**config.mk**
```make
export PLATFORM = sky130hd
export DESIGN_NAME = gene_match_ctrl
export DESIGN_NICKNAME = d
export VERILOG_FILES = /design/src/rtl/gene_match_pkg.sv /design/src/rtl/gene_match_satcnt.sv /design/src/rtl/gene_match_ctrl.sv
export SDC_FILE = /design/constraint.sdc
export NUM_CORES = 1
export LEC_CHECK = 0
export CAP_MARGIN = 20
export CORE_MARGIN = 3
export CORE_UTILIZATION = 55
export DETAILED_ROUTE_END_ITERATION = 10
export PLACE_DENSITY = 0.79
export SLEW_MARGIN = 40
export SYNTH_ARGS = -nofsm -noshare
export SYNTH_HDL_FRONTEND = slang
export SYNTH_HIERARCHICAL = 1
export SYNTH_SLANG_ARGS = --single-unit
```
**constraint.sdc**
```tcl
create_clock -name clk -period 3.2 [get_ports clk]
set_clock_uncertainty 0.2 [all_clocks]
set_input_delay 0.32 -clock clk [delete_from_list [all_inputs] [get_ports clk]]
set_output_delay 0.32 -clock clk [all_outputs]
set_load 0.1 [all_outputs]
```
**src/rtl/gene_match_pkg.sv**
```systemverilog
// Shared encodings for the gene-matcher control slice: opcodes, base codes,
// controller FSM states and the legal pattern-length window.
package gene_match_pkg;

  localparam logic [1:0] OP_NOP   = 2'b00;
  localparam logic [1:0] OP_LOAD  = 2'b01;
  localparam logic [1:0] OP_SCAN  = 2'b10;
  localparam logic [1:0] OP_CLEAR = 2'b11;

  localparam logic [1:0] BASE_A = 2'b00;
  localparam logic [1:0] BASE_C = 2'b01;
  localparam logic [1:0] BASE_G = 2'b10;
  localparam logic [1:0] BASE_T = 2'b11;

  localparam int PAT_LEN_MIN = 2;
  localparam int PAT_LEN_MAX = 16;

  typedef enum logic [1:0] {
    ST_IDLE  = 2'd0,
    ST_LOAD  = 2'd1,
    ST_ARMED = 2'd2,
    ST_CLR   = 2'd3
  } state_t;

endpackage

```
**src/rtl/gene_match_satcnt.sv**
```systemverilog
// Saturating up-counter with synchronous clear; sticks at all-ones.
module gene_match_satcnt #(
  parameter int W = 8
) (
  input  logic         clk,
  input  logic         rst_n,
  input  logic         i_clr,
  input  logic         i_inc,
  output logic [W-1:0] o_q
);

  logic [W-1:0] r_q;

  always_ff @(posedge clk or negedge rst_n) begin
    if (!rst_n) begin
      r_q <= '0;
    end else if (i_clr) begin
      r_q <= '0;
    end else if (i_inc && (r_q != '1)) begin
      r_q <= r_q + 1'b1;
    end
  end

  assign o_q = r_q;

endmodule

```
**src/rtl/gene_match_ctrl.sv**
```systemverilog
// Command FSM and hit bookkeeping for the gene matcher: loads the pattern,
// streams scan bases to the core and counts hits once the window is full.
module gene_match_ctrl
  import gene_match_pkg::*;
#(
  parameter int PAT_LEN = 8,
  parameter int CNT_W   = 8,
  parameter int POS_W   = 12
) (
  input  logic                       clk,
  input  logic                       rst_n,
  input  logic                       ena,
  input  logic                       cmd_valid,
  input  logic [1:0]                 cmd_op,
  input  logic [1:0]                 cmd_base,
  output logic                       cmd_ready,
  output logic                       core_clr,
  output logic                       core_pat_we,
  output logic [$clog2(PAT_LEN)-1:0] core_pat_idx,
  output logic                       core_shift,
  output logic [1:0]                 core_base,
  input  logic                       core_hit,
  output logic [CNT_W-1:0]           match_cnt,
  output logic [POS_W-1:0]           first_pos,
  output logic                       found,
  output logic                       armed,
  output logic                       err
);

  localparam int                 IDX_W    = $clog2(PAT_LEN);
  localparam logic [IDX_W-1:0]   IDX_LAST = IDX_W'(PAT_LEN - 1);
  localparam logic [POS_W-1:0]   POS_FULL = POS_W'(PAT_LEN - 1);

  if (PAT_LEN < PAT_LEN_MIN || PAT_LEN > PAT_LEN_MAX) begin : g_bad_len
    $error("gene_match_ctrl: PAT_LEN outside 2..16");
  end

  state_t             r_state;
  logic [IDX_W-1:0]   r_idx;
  logic               r_clr;
  logic               r_pat_we;
  logic [IDX_W-1:0]   r_pat_idx;
  logic               r_shift;
  logic [1:0]         r_base;
  logic               r_full_p0;
  logic [POS_W-1:0]   r_pos_p0;
  logic               r_vld_p1;
  logic [POS_W-1:0]   r_pos_p1;
  logic [POS_W-1:0]   r_first_pos;
  logic               r_found;
  logic               r_armed;
  logic               r_err;

  logic               w_in_clr;
  logic               w_accept;
  logic               w_scan_go;
  logic               w_hit_cnt;
  logic [POS_W-1:0]   w_scan_pos;
  logic [CNT_W-1:0]   w_match_cnt;

  assign w_in_clr  = (r_state == ST_CLR);
  assign cmd_ready = rst_n & ena & ~w_in_clr;
  assign w_accept  = cmd_valid & cmd_ready;
  assign w_scan_go = w_accept & (cmd_op == OP_SCAN) & (r_state == ST_ARMED);
  // A hit whose shift is still in flight when CLR runs is dropped here.
  assign w_hit_cnt = r_vld_p1 & core_hit & ~w_in_clr;

  gene_match_satcnt #(.W(POS_W)) u_scan_pos (
    .clk   (clk),
    .rst_n (rst_n),
    .i_clr (w_in_clr),
    .i_inc (w_scan_go),
    .o_q   (w_scan_pos)
  );

  gene_match_satcnt #(.W(CNT_W)) u_match_cnt (
    .clk   (clk),
    .rst_n (rst_n),
    .i_clr (w_in_clr),
    .i_inc (w_hit_cnt),
    .o_q   (w_match_cnt)
  );

  always_ff @(posedge clk or negedge rst_n) begin
    if (!rst_n) begin
      r_state     <= ST_IDLE;
      r_idx       <= '0;
      r_clr       <= 1'b0;
      r_pat_we    <= 1'b0;
      r_pat_idx   <= '0;
      r_shift     <= 1'b0;
      r_base      <= '0;
      r_full_p0   <= 1'b0;
      r_pos_p0    <= '0;
      r_vld_p1    <= 1'b0;
      r_pos_p1    <= '0;
      r_first_pos <= '0;
      r_found     <= 1'b0;
      r_armed     <= 1'b0;
      r_err       <= 1'b0;
    end else begin
      r_clr     <= 1'b0;
      r_pat_we  <= 1'b0;
      r_pat_idx <= '0;
      r_shift   <= 1'b0;
      r_base    <= '0;
      // p0 -> p1: shift strobe is on the pins, core answers next cycle
      r_vld_p1  <= r_shift & r_full_p0;
      r_pos_p1  <= r_pos_p0;
      // p1: core_hit is valid now
      if (w_hit_cnt && !r_found) begin
        r_found     <= 1'b1;
        r_first_pos <= r_pos_p1;
      end
      if (w_in_clr) begin
        r_state     <= ST_IDLE;
        r_idx       <= '0;
        r_first_pos <= '0;
        r_found     <= 1'b0;
        r_armed     <= 1'b0;
        r_err       <= 1'b0;
        r_vld_p1    <= 1'b0;
      end else if (w_accept) begin
        case (cmd_op)
          OP_LOAD: begin
            if (r_state == ST_ARMED) begin
              r_err <= 1'b1;
            end else begin
              r_pat_we  <= 1'b1;
              r_pat_idx <= r_idx;
              r_base    <= cmd_base;
              if (r_idx == IDX_LAST) begin
                r_state <= ST_ARMED;
                r_armed <= 1'b1;
                r_idx   <= '0;
              end else begin
                r_state <= ST_LOAD;
                r_idx   <= r_idx + 1'b1;
              end
            end
          end
          OP_SCAN: begin
            if (r_state != ST_ARMED) begin
              r_err <= 1'b1;
            end else begin
              // p0: tag the shift with window-full and last-base position
              r_shift   <= 1'b1;
              r_base    <= cmd_base;
              r_full_p0 <= (w_scan_pos >= POS_FULL);
              r_pos_p0  <= w_scan_pos;
            end
          end
          OP_CLEAR: begin
            r_state <= ST_CLR;
            r_clr   <= 1'b1;
          end
          default: ;
        endcase
      end
    end
  end

  assign core_clr     = r_clr;
  assign core_pat_we  = r_pat_we;
  assign core_pat_idx = r_pat_idx;
  assign core_shift   = r_shift;
  assign core_base    = r_base;
  assign match_cnt    = w_match_cnt;
  assign first_pos    = r_first_pos;
  assign found        = r_found;
  assign armed        = r_armed;
  assign err          = r_err;

endmodule

```
==> metrics.yaml, run 1 <==
cts:
  clk_pin_slew_ps: 70
  cts.sinks: 74
  numCtsBuffers: 9
  cts_tree: "built"
  cts_buffer_depth: 2
  ctsResizeCount: 0
  clk_latency_ps: 340
  cts_root_buf: "clkbuf_8"
  htreeDepth: 3
worst_setup_path:
  path_class: "flop to flop"
  worstRegToRegCells: 6
  startpoint_type: "flop"
  critPathMaxFanout: 16
  arrival_ps: 2630
  required_ps: 3240
  worstReg2RegStart: "r_state[1]"
  worst-r2r-setup-slack_ps: 610
  r2r_end: "u_match_cnt/o_q[7]"
  endpoint_kind: "flop"
placed_design:
  io_buffers: 40
  place_congestion: 0.9312
  dp.cells: 402
  dp_hpwl_um: 4751
  place_area_um2: 3779
pwr:
  leakage_nw: 1.879
  peakVddDrop_v: 0.0005347
  p_comb_share_pct: 19.1
  p_clk_share_pct: 29.6
  power.internal_mw: 1.393
  swShare_pct: 33.11
  report.power.total_mw: 2.082
  seq_power_share_pct: 51.3
  p_per_area_nw_per_um2: 526.0
  switchingPower_mw: 0.6894
synthesis:
  yosysWarnings: 6
  synth_cells: 293
  synth_cell_types: 51
  synth.mux.area_fraction_pct: 8.189
  synth_xor_area_share_pct: 0.7712
  synth_nets: 310
  synth_simple_gate_area_share_pct: 17.30
  synth_top_area_cell: "dfrtp_1"
  synth_edf_count: 0
  synthesis.area_um2: 3407
  ys_ff_latch: 74
  yosysMostFrequentCell: "dfrtp_1"
  synthArstFlopShare_pct: 100.0
  synth_top_family_by_area: "simple AND/OR/NAND/NOR gates"
  synth_compound_area_share_pct: 12.23
  synth-main-ff-cell: "dfrtp_1"
  synth_top_area_share_pct: 54.35
  synthTopCellsByCount: "74 x dfrtp_1, 20 x inv_1, 16 x nor2_1"
  yosysSeqAreaShare_pct: 54.35
  synthTopCellsByArea: "dfrtp_1 54%, mux2_4 4.4%, ha_1 2.9%"
  synth.avg_cell_area_um2: 11.63
  synthAdderAreaFrac_pct: 2.938
flow_run:
  cap_violations: 0
global_routing:
  first_global_vias: 2266
  grt_util_all_layers_pct: 20.04
  grt_max_degree: 48
  antenna_found_initial: 0
  grt_pass1_wl_um: 11200
  grt_remaining_overflow: 0
detailed_routing:
  drc: 0
  first_pass_iters: 5
  ant_nets: 0
  routed-via-count: 2397
  routedWlPerCell_um: 15.94
  routed_wl_um: 6680
  via_per_inst: 5.721
  drtIter0Drc: 136
sta:
  fin_crit_sh_pct: 80.89
  max_freq_mhz: 386.3
  min_period_ps: 2589
  slew_violations: 0
  finalHoldViolations: 0
  worstMarginPinSlew_ps: 582.8
  slew_headroom_pct: 61.15
  fin_setup_tns_ps: 0
  rsz0062_at_grt: "no"
  setup_viol: 0
layout:
  layout.nets: 356
  instances_no_fill: 419
  design_area_um2: 3959
  n_antenna_cell: 0
  syn2layout_area_growth_pct: 16.20
  fin_util_pct: 66.47
  drive_above_1_share_pct: 27.03
status:
  status: "finished clean"
min_path:
  holdPathEnd: "r_pos_p1[0]"
  hold_depth: 0
  hold_path.class: "flop to flop"
  worstHoldStart: "r_pos_p0[0]"
floorplan:
  die-width_um: 84.71
  initial_core_util_pct: 57.21
  die_y_um: 84.71
  dieArea_um2: 7175
  coreArea_um2: 5956
  num_io_pins: 41
  row_count: 28
==> timing repair <==
action / CTS / global route
setup buffers: 0 / 0
hold buffers: 1 / 0
endpoints found under the hold margin: 27 / 0
setup endpoints to repair: 0 / 0
==> layout make-up <==
type                            count  area (um2)
Clock inverter                      6       32.53
Fill cell                         454        1997
Timing Repair Buffer               46       352.8
Sequential cell                    74        1852
Clock buffer                       10       137.6
Tap cell                           75       93.84
Inverter                           21       78.83
Multi-Input combinational cell    187        1411
==> layer usage <==
metal	track usage (%)	routed length (um)	vias up
met3	5.005	310	9
met2	30.68	3269	63
met5	0	0	-
met1	28.22	3031	1179
met4	6.619	69	0
li1	-	-	1146
==> power groups by stage <==
stage	Sequential, mW	Combinational (mW)	Clock (mW)
after floorplan	1.23	0.141	0
after global placement	1.08	0.388	0
after detailed placement	1.09	0.397	0
after CTS	1.07	0.400	0.636
after global routing	1.08	0.426	0.689
final	1.07	0.397	0.616
==> stage by stage <==
step                hold slack, ps  setup WS, ps
floorplan                   -175.6         864.9
global placement             158.2         523.3
detailed placement           166.4         425.2
CTS                          182.2         651.3
global route                 189.1         464.8
finish                       183.8         611.5
==> worst max path at each step <==
stage          slack [ps]                from            endpoint  cells after the start
6_report              610          r_state[1]  u_match_cnt/o_q[7]                      6
5_1_grt               460          r_state[1]  u_match_cnt/o_q[7]                      6
4_1_cts               650          r_state[1]  u_match_cnt/o_q[7]                      6
2_1_floorplan         860  u_match_cnt/o_q[0]  u_match_cnt/o_q[0]                      4
3_3_place_gp          520           cmd_op[0]   u_scan_pos/o_q[5]                      9
3_5_place_dp          430           cmd_op[0]   u_scan_pos/o_q[5]                      9
==> critical path, cell delays in order (launching register included) <==
cell,delay [ps]
dfrtp_1,560
nand2_4,270
inv_2,150
nor2_1,450
nand3_1,230
or3_1,360
a211oi_1,270
==> kinds of logic after synthesis <==
kind of cell    count (synthesis)
buf+inv                        32
simple gates                   96
mux                            22
fa+ha+maj                       8
flops                          74
compound gates                 58
xor+xnor                        3
==> cells in the final DEF (no fill, tap or decap), types with 2 or more instances in the layout <==
cell type	n
clkdlybuf4s50_1	7
o21ai_2	10
mux2i_1	5
buf_4	33
nand2b_1	3
o21ai_0	8
inv_1	20
o211ai_1	12
clkinv_2	5
mux2_4	10
or3_1	4
nor4_1	3
and2_1	4
a41oi_1	2
nand3_2	2
nor3b_1	3
nand4_1	5
buf_2	5
mux2_2	6
nor3_1	13
ha_1	8
o22ai_1	2
and3_1	6
dfrtp_1	74
nor2b_1	6
xnor2_1	2
nand2_1	9
o31ai_1	2
a31oi_1	2
nand3_1	9
nor2_1	16
and4_1	4
a21oi_1	13
clkbuf_8	10
==> flip-flops by register name, summed over array words and instances, names as in the netlist <==
register	cells
core_clr	1
r_pos_p1	12
err	1
u_match_cnt/o_q	8
found	1
r_pos_p0	12
armed	1
r_idx	3
first_pos	12
core_pat_idx	3
r_vld_p1	1
r_full_p0	1
core_shift	1
core_base	2
u_scan_pos/o_q	12
core_pat_we	1
r_state	2
Power figures use the tool's default switching activity.
==> run 2, diff against run 1 <==
clock period = 2.65 ns   (was 3.2 ns; I/O delays follow)
==> run 2 against run 1 <==
  * Worst setup slack worse by 310 ps
  * Critical path depth up 2
  * First-iteration DRC count up 27%
  * Sequential power up 21%
  * Final cell count up 0.24%
==> metrics.yaml, run 2 (synthesized netlist as in run 1, its figures left out) <==
cts:
  cts_tree: "built"
  cts_buffer_depth: 2
  cts.sinks: 74
  clk_latency_ps: 340
  htreeDepth: 3
  numCtsBuffers: 9
  cts_root_buf: "clkbuf_8"
  clk_pin_slew_ps: 70
worst_setup_path:
  cp-endpoint: "u_scan_pos/o_q[5]"
  startpoint_type: "input pin"
  worstRegToRegCells: 6
  arrival_ps: 2360
  r2r_end: "u_scan_pos/o_q[5]"
  critPathMaxFanout: 5
  path_class: "input pin to flop"
  worst-r2r-setup-slack_ps: 360
  required_ps: 2670
  worstReg2RegStart: "r_state[1]"
  startpoint: "rst_n"
  endpoint_kind: "flop"
global_routing:
  first_global_vias: 2300
  grt_util_all_layers_pct: 19.85
  grt_pass1_wl_um: 11160
  antenna_found_initial: 0
  grt_remaining_overflow: 0
  grt_max_degree: 75
sta:
  min_period_ps: 2344
  slew_violations: 0
  finalHoldViolations: 0
  max_freq_mhz: 426.6
  fin_crit_sh_pct: 88.45
  slew_headroom_pct: 57.94
  rsz0062_at_grt: "no"
  worstMarginPinSlew_ps: 630.9
  fin_setup_tns_ps: 0
  setup_viol: 0
  fin_hold_ws_ps: 175.1
layout:
  drive_above_1_share_pct: 26.67
  fill_cells: 466
  layout.nets: 358
  final_cell_mix: "74 x dfrtp_1, 38 x buf_4, 20 x inv_1, 16 x nor2_1"
  n_antenna_cell: 0
  layout_commonest_cell: "dfrtp_1"
  syn2layout_area_growth_pct: 17.92
  multiInputGateArea_um2: 1411
  regArea_um2: 1852
floorplan:
  initial_core_util_pct: 57.21
  num_io_pins: 41
  coreArea_um2: 5956
  die-width_um: 84.71
  die_y_um: 84.71
  dieArea_um2: 7175
  row_count: 28
placed_design:
  dp_hpwl_um: 4518
  io_buffers: 40
  place_congestion: 0.8640
detailed_routing:
  routedWlPerCell_um: 15.56
  via_per_inst: 5.717
  routed_wl_um: 6534
  first_pass_iters: 4
  routed-via-count: 2401
  ant_nets: 0
  drtIter0Drc: 173
  drc: 0
min_path:
  hold_path.class: "flop to flop"
pwr:
  seq_power_share_pct: 49.7
  p_clk_share_pct: 31.9
  power.internal_mw: 1.781
  peakVddDrop_v: 0.0006572
  swShare_pct: 31.42
  switchingPower_mw: 0.8159
  p_per_area_nw_per_um2: 646.4
  p_comb_share_pct: 18.4
  leakage_nw: 1.898
status:
  status: "finished clean"
flow_run:
  cap_violations: 0
[run 2: cell count changes in the layout (fill, tap and decap cells not counted)]
cell / previous run / this run
bufinv_16: 0 / 1
buf_6: 0 / 1
buf_4: 33 / 38
buf_12: 0 / 1
clkinv_2: 5 / 2
clkinvlp_4: 1 / 0
clkbuf_1: 0 / 2
buf_2: 5 / 0
[run 2: layout make-up]
type / count / area share [%]
Clock inverter: 3 / 0.9966
Sequential cell: 74 / 46.09
Timing Repair Buffer: 48 / 9.872
Multi-Input combinational cell: 187 / 35.13
Clock buffer: 12 / 3.613
Tap cell: 75 / 2.336
Inverter: 21 / 1.962
[run 2: layer usage]
metal  share of wire (%)  global-route usage, %  up-vias
li1                    -                      -     1147
met5                   0                      0        -
met4                 1.3                  8.489        0
met2                  47                  29.47       84
met3                 5.5                  4.809        6
met1                  46                  28.01     1164
[run 2: metrics by stage]
step	power [mW]	instances	setup WS, ps	instance area, um2	utilization, %
6_report	2.597	420	306.1	4018	67.46
5_1_grt	2.735	420	171.6	4018	67.46
2_1_floorplan	1.653	293	314.9	3407	-
3_3_place_gp	1.775	404	138.7	3819	64.12
3_5_place_dp	1.791	404	2.465	3822	64.18
4_1_cts	2.623	420	346.0	4018	67.46
[run 2: how the worst min path moves through the flow]
stage,startpoint,to,slack (ps),depth (start not counted)
after floorplan,rst_n,armed,-230,0
after global placement,r_pos_p0[11],r_pos_p1[11],160,0
after detailed placement,r_pos_p0[11],r_pos_p1[11],170,0
after CTS,r_pos_p0[11],r_pos_p1[11],180,0
after global routing,r_pos_p0[0],r_pos_p1[0],200,0
final,r_pos_p0[11],r_pos_p1[11],180,0
[run 2: power by group through the flow]
| stage | Clock (mW) | Sequential (mW) | Combinational (mW) |
|---|---|---|---|
| after floorplan | 0 | 1.48 | 0.170 |
| after global placement | 0 | 1.31 | 0.469 |
| after detailed placement | 0 | 1.31 | 0.479 |
| after CTS | 0.853 | 1.29 | 0.481 |
| after global routing | 0.912 | 1.30 | 0.521 |
| final | 0.829 | 1.29 | 0.477 |
[run 2: worst max-delay path, cell delays in order]
cell	delay (ps)
dlygate4sd3_1	560
buf_4	160
nand3_2	150
nor3_4	270
nand4_1	230
a41oi_2	250
nand3_1	120
mux2_1	340
[run 2: timing repair]
action,4_1_cts,5_1_grt
endpoints found under the hold margin,74,0
buffers inserted,0,0
hold buffers,1,0
gates resized for setup,0,0
==> run 3, diff against run 2 <==
ABC_AREA = 1   (was unset)
CORE_UTILIZATION = 56   (was 55)
PLACE_DENSITY = 0.8   (was 0.79)
==> run 3 against run 2 <==
  * Critical endpoint is now cmd_ready
  * Non-clock buffer count fell by 4
  * Total power rose by 5.4%
  * Die area is 0.69% higher
==> metrics.yaml, run 3 <==
min_path:
  hold_depth: 0
  hold_path.class: "flop to flop"
  holdPathEnd: "r_pos_p1[0]"
  worstHoldStart: "r_pos_p0[0]"
floorplan:
  die-width_um: 85.00
  num_io_pins: 41
  dieArea_um2: 7224
  die_y_um: 85.00
  row_count: 28
  initial_core_util_pct: 58.33
  coreArea_um2: 5991
pwr:
  p_per_area_nw_per_um2: 668.2
  report.power.total_mw: 2.736
  power.internal_mw: 1.760
  switchingPower_mw: 0.9761
  swShare_pct: 35.67
  seq_power_share_pct: 45.7
  p_clk_share_pct: 32.3
  leakage_nw: 2.164
  peakVddDrop_v: 0.0005150
  p_comb_share_pct: 22.1
worst_setup_path:
  critPathMaxFanout: 19
  r2r_end: "u_match_cnt/o_q[7]"
  worstRegToRegCells: 8
  slowest_delay_ps: 580
  startpoint_type: "flop"
  worstReg2RegStart: "r_state[1]"
  arrival_ps: 1640
  worst-r2r-setup-slack_ps: 580
  cp_slowest_cell: "dfrtp_1"
  path_class: "flop to output port"
  crit_chain: "nand2_8, inv_4, nor2_1, buf_12"
  endpoint_kind: "output port"
  required_ps: 2180
sta:
  worstMarginPinSlew_ps: 522.1
  slew_headroom_pct: 65.19
  max_freq_mhz: 474.0
  min_period_ps: 2110
  setup_viol: 0
  fin_setup_tns_ps: 0
  fin_crit_sh_pct: 79.61
  finalHoldViolations: 0
  slew_violations: 0
  rsz0062_at_grt: "no"
synthesis:
  synth.avg_cell_area_um2: 8.462
  synthTopCellsByArea: "dfrtp_1 53%, nand2_1 14%, nand3_1 7.7%"
  ys_ff_latch: 74
  synth_edf_count: 0
  yosysMostFrequentCell: "nand2_1"
  synth_top_area_cell: "dfrtp_1"
  synth_top_area_share_pct: 52.99
  synthTopCellsByCount: "133 x nand2_1, 74 x dfrtp_1, 54 x nand3_1"
  synth_cell_types: 30
  yosysWarnings: 6
  synth_cells: 413
  yosysSeqAreaShare_pct: 52.99
  synthesis.area_um2: 3495
  synthArstFlopShare_pct: 100.0
  synth-main-ff-cell: "dfrtp_1"
  synth_nets: 430
placed_design:
  io_buffers: 40
  place_congestion: 0.8960
  dp_hpwl_um: 5150
cts:
  cts_root_buf: "clkbuf_8"
  cts_tree: "built"
  cts.sinks: 74
  cts_hold_buf: 1
  ctsResizeCount: 0
  cts_buffer_depth: 2
  cts_setup_buffers: 0
  clk_latency_ps: 340
  numCtsBuffers: 9
  htreeDepth: 3
  clk_pin_slew_ps: 70
flow_run:
  cap_violations: 0
layout:
  layout.nets: 478
  layout_commonest_cell: "nand2_1"
  syn2layout_area_growth_pct: 17.19
  final_cell_mix: "133 x nand2_1, 74 x dfrtp_1, 54 x nand3_1, 40 x nor2_1, 36 x inv_1"
  drive_above_1_share_pct: 16.31
  multiInputGateArea_um2: 1415
  n_antenna_cell: 0
  fill_cells: 488
  regArea_um2: 1852
global_routing:
  grt_pass1_wl_um: 12520
  grt_remaining_overflow: 0
  grt_util_all_layers_pct: 21.38
  first_global_vias: 2760
  grt_max_degree: 44
  antenna_found_initial: 0
detailed_routing:
  first_pass_iters: 7
  routed-via-count: 2858
  drtIter0Drc: 175
  via_per_inst: 5.283
  ant_nets: 0
  routedWlPerCell_um: 13.22
  drc: 0
  routed_wl_um: 7154
status:
  status: "finished clean"
-- run 3: cell types whose count changed in the layout (fill, tap and decap cells not counted), moves of 9 or more --
cell      change
inv_1        +16
mux2_4       -10
nand2_1     +124
nand3_1      +45
nor2_1       +24
o211ai_1     -12
o21ai_2       -9
-- run 3: area by class of cell --
cell class	count	area share (%)
repair buffers	44	8.860
clock inverters	7	1.894
flip-flops and latches	74	45.22
multi-input cells	290	34.56
clock buffers	9	3.025
inverters	42	4.155
well taps	75	2.291
-- run 3: metal layers --
layer  vias to the layer above  wire length [um]  track usage (%)
met5                         -                 0                0
met4                         0               118            8.633
met3                        12               430            4.272
met2                        84              3413            34.04
met1                      1345              3192            28.80
li1                       1417                 -                -
-- run 3: logic make-up (layout without fill, tap and decap cells) --
| family | after synthesis | after routing | share of synthesized area (%) |
|---|---|---|---|
| compound gates | 21 | 21 | 3.365 |
| simple gates | 258 | 258 | 33.51 |
| xor+xnor | 3 | 3 | 0.7520 |
| buf+inv | 49 | 102 | 6.516 |
| fa+ha+maj | 8 | 8 | 2.864 |
| flops | 74 | 74 | 52.99 |
-- run 3: worst max-delay path: cells and delay by family (launching register included) --
family / cells / cell delay, ps
and+or+nand+nor: 2 / 300
buffers and inverters: 2 / 430
DFF: 1 / 580
-- run 3: power groups by stage --
stage	Sequential, mW	Combinational, mW	Clock (mW)
global placement	1.27	0.586	0
finish	1.25	0.603	0.883
floorplan	1.38	0.343	0
global route	1.26	0.654	0.948
detailed placement	1.27	0.603	0
CTS	1.25	0.604	0.905
-- run 3: metrics by stage --
| step | instance area (um2) | std cells | setup slack [ps] | utilization, % | hold WS [ps] |
|---|---|---|---|---|---|
| 5_1_grt | 4095 | 541 | 414.2 | 68.36 | 197.7 |
| 6_report | 4095 | 541 | 540.2 | 68.36 | 184.6 |
| 4_1_cts | 4095 | 541 | 536.1 | 68.36 | 184.2 |
| 3_3_place_gp | 3884 | 524 | 626.7 | 64.83 | 162.7 |
| 3_5_place_dp | 3884 | 524 | 533.7 | 64.83 | 164.0 |
| 2_1_floorplan | 3495 | 413 | 261.6 | - | -230.6 |
-- run 3: how the worst max path moves through the flow --
| stage | end | cells past startpoint | slack (ps) | from |
|---|---|---|---|---|
| final | cmd_ready | 4 | 540 | r_state[1] |
| after global routing | u_match_cnt/o_q[7] | 8 | 410 | r_state[1] |
| after CTS | cmd_ready | 4 | 540 | r_state[1] |
| after detailed placement | u_scan_pos/o_q[10] | 9 | 530 | cmd_op[0] |
| after global placement | u_scan_pos/o_q[8] | 10 | 630 | cmd_op[0] |
| after floorplan | cmd_ready | 4 | 260 | r_state[1] |
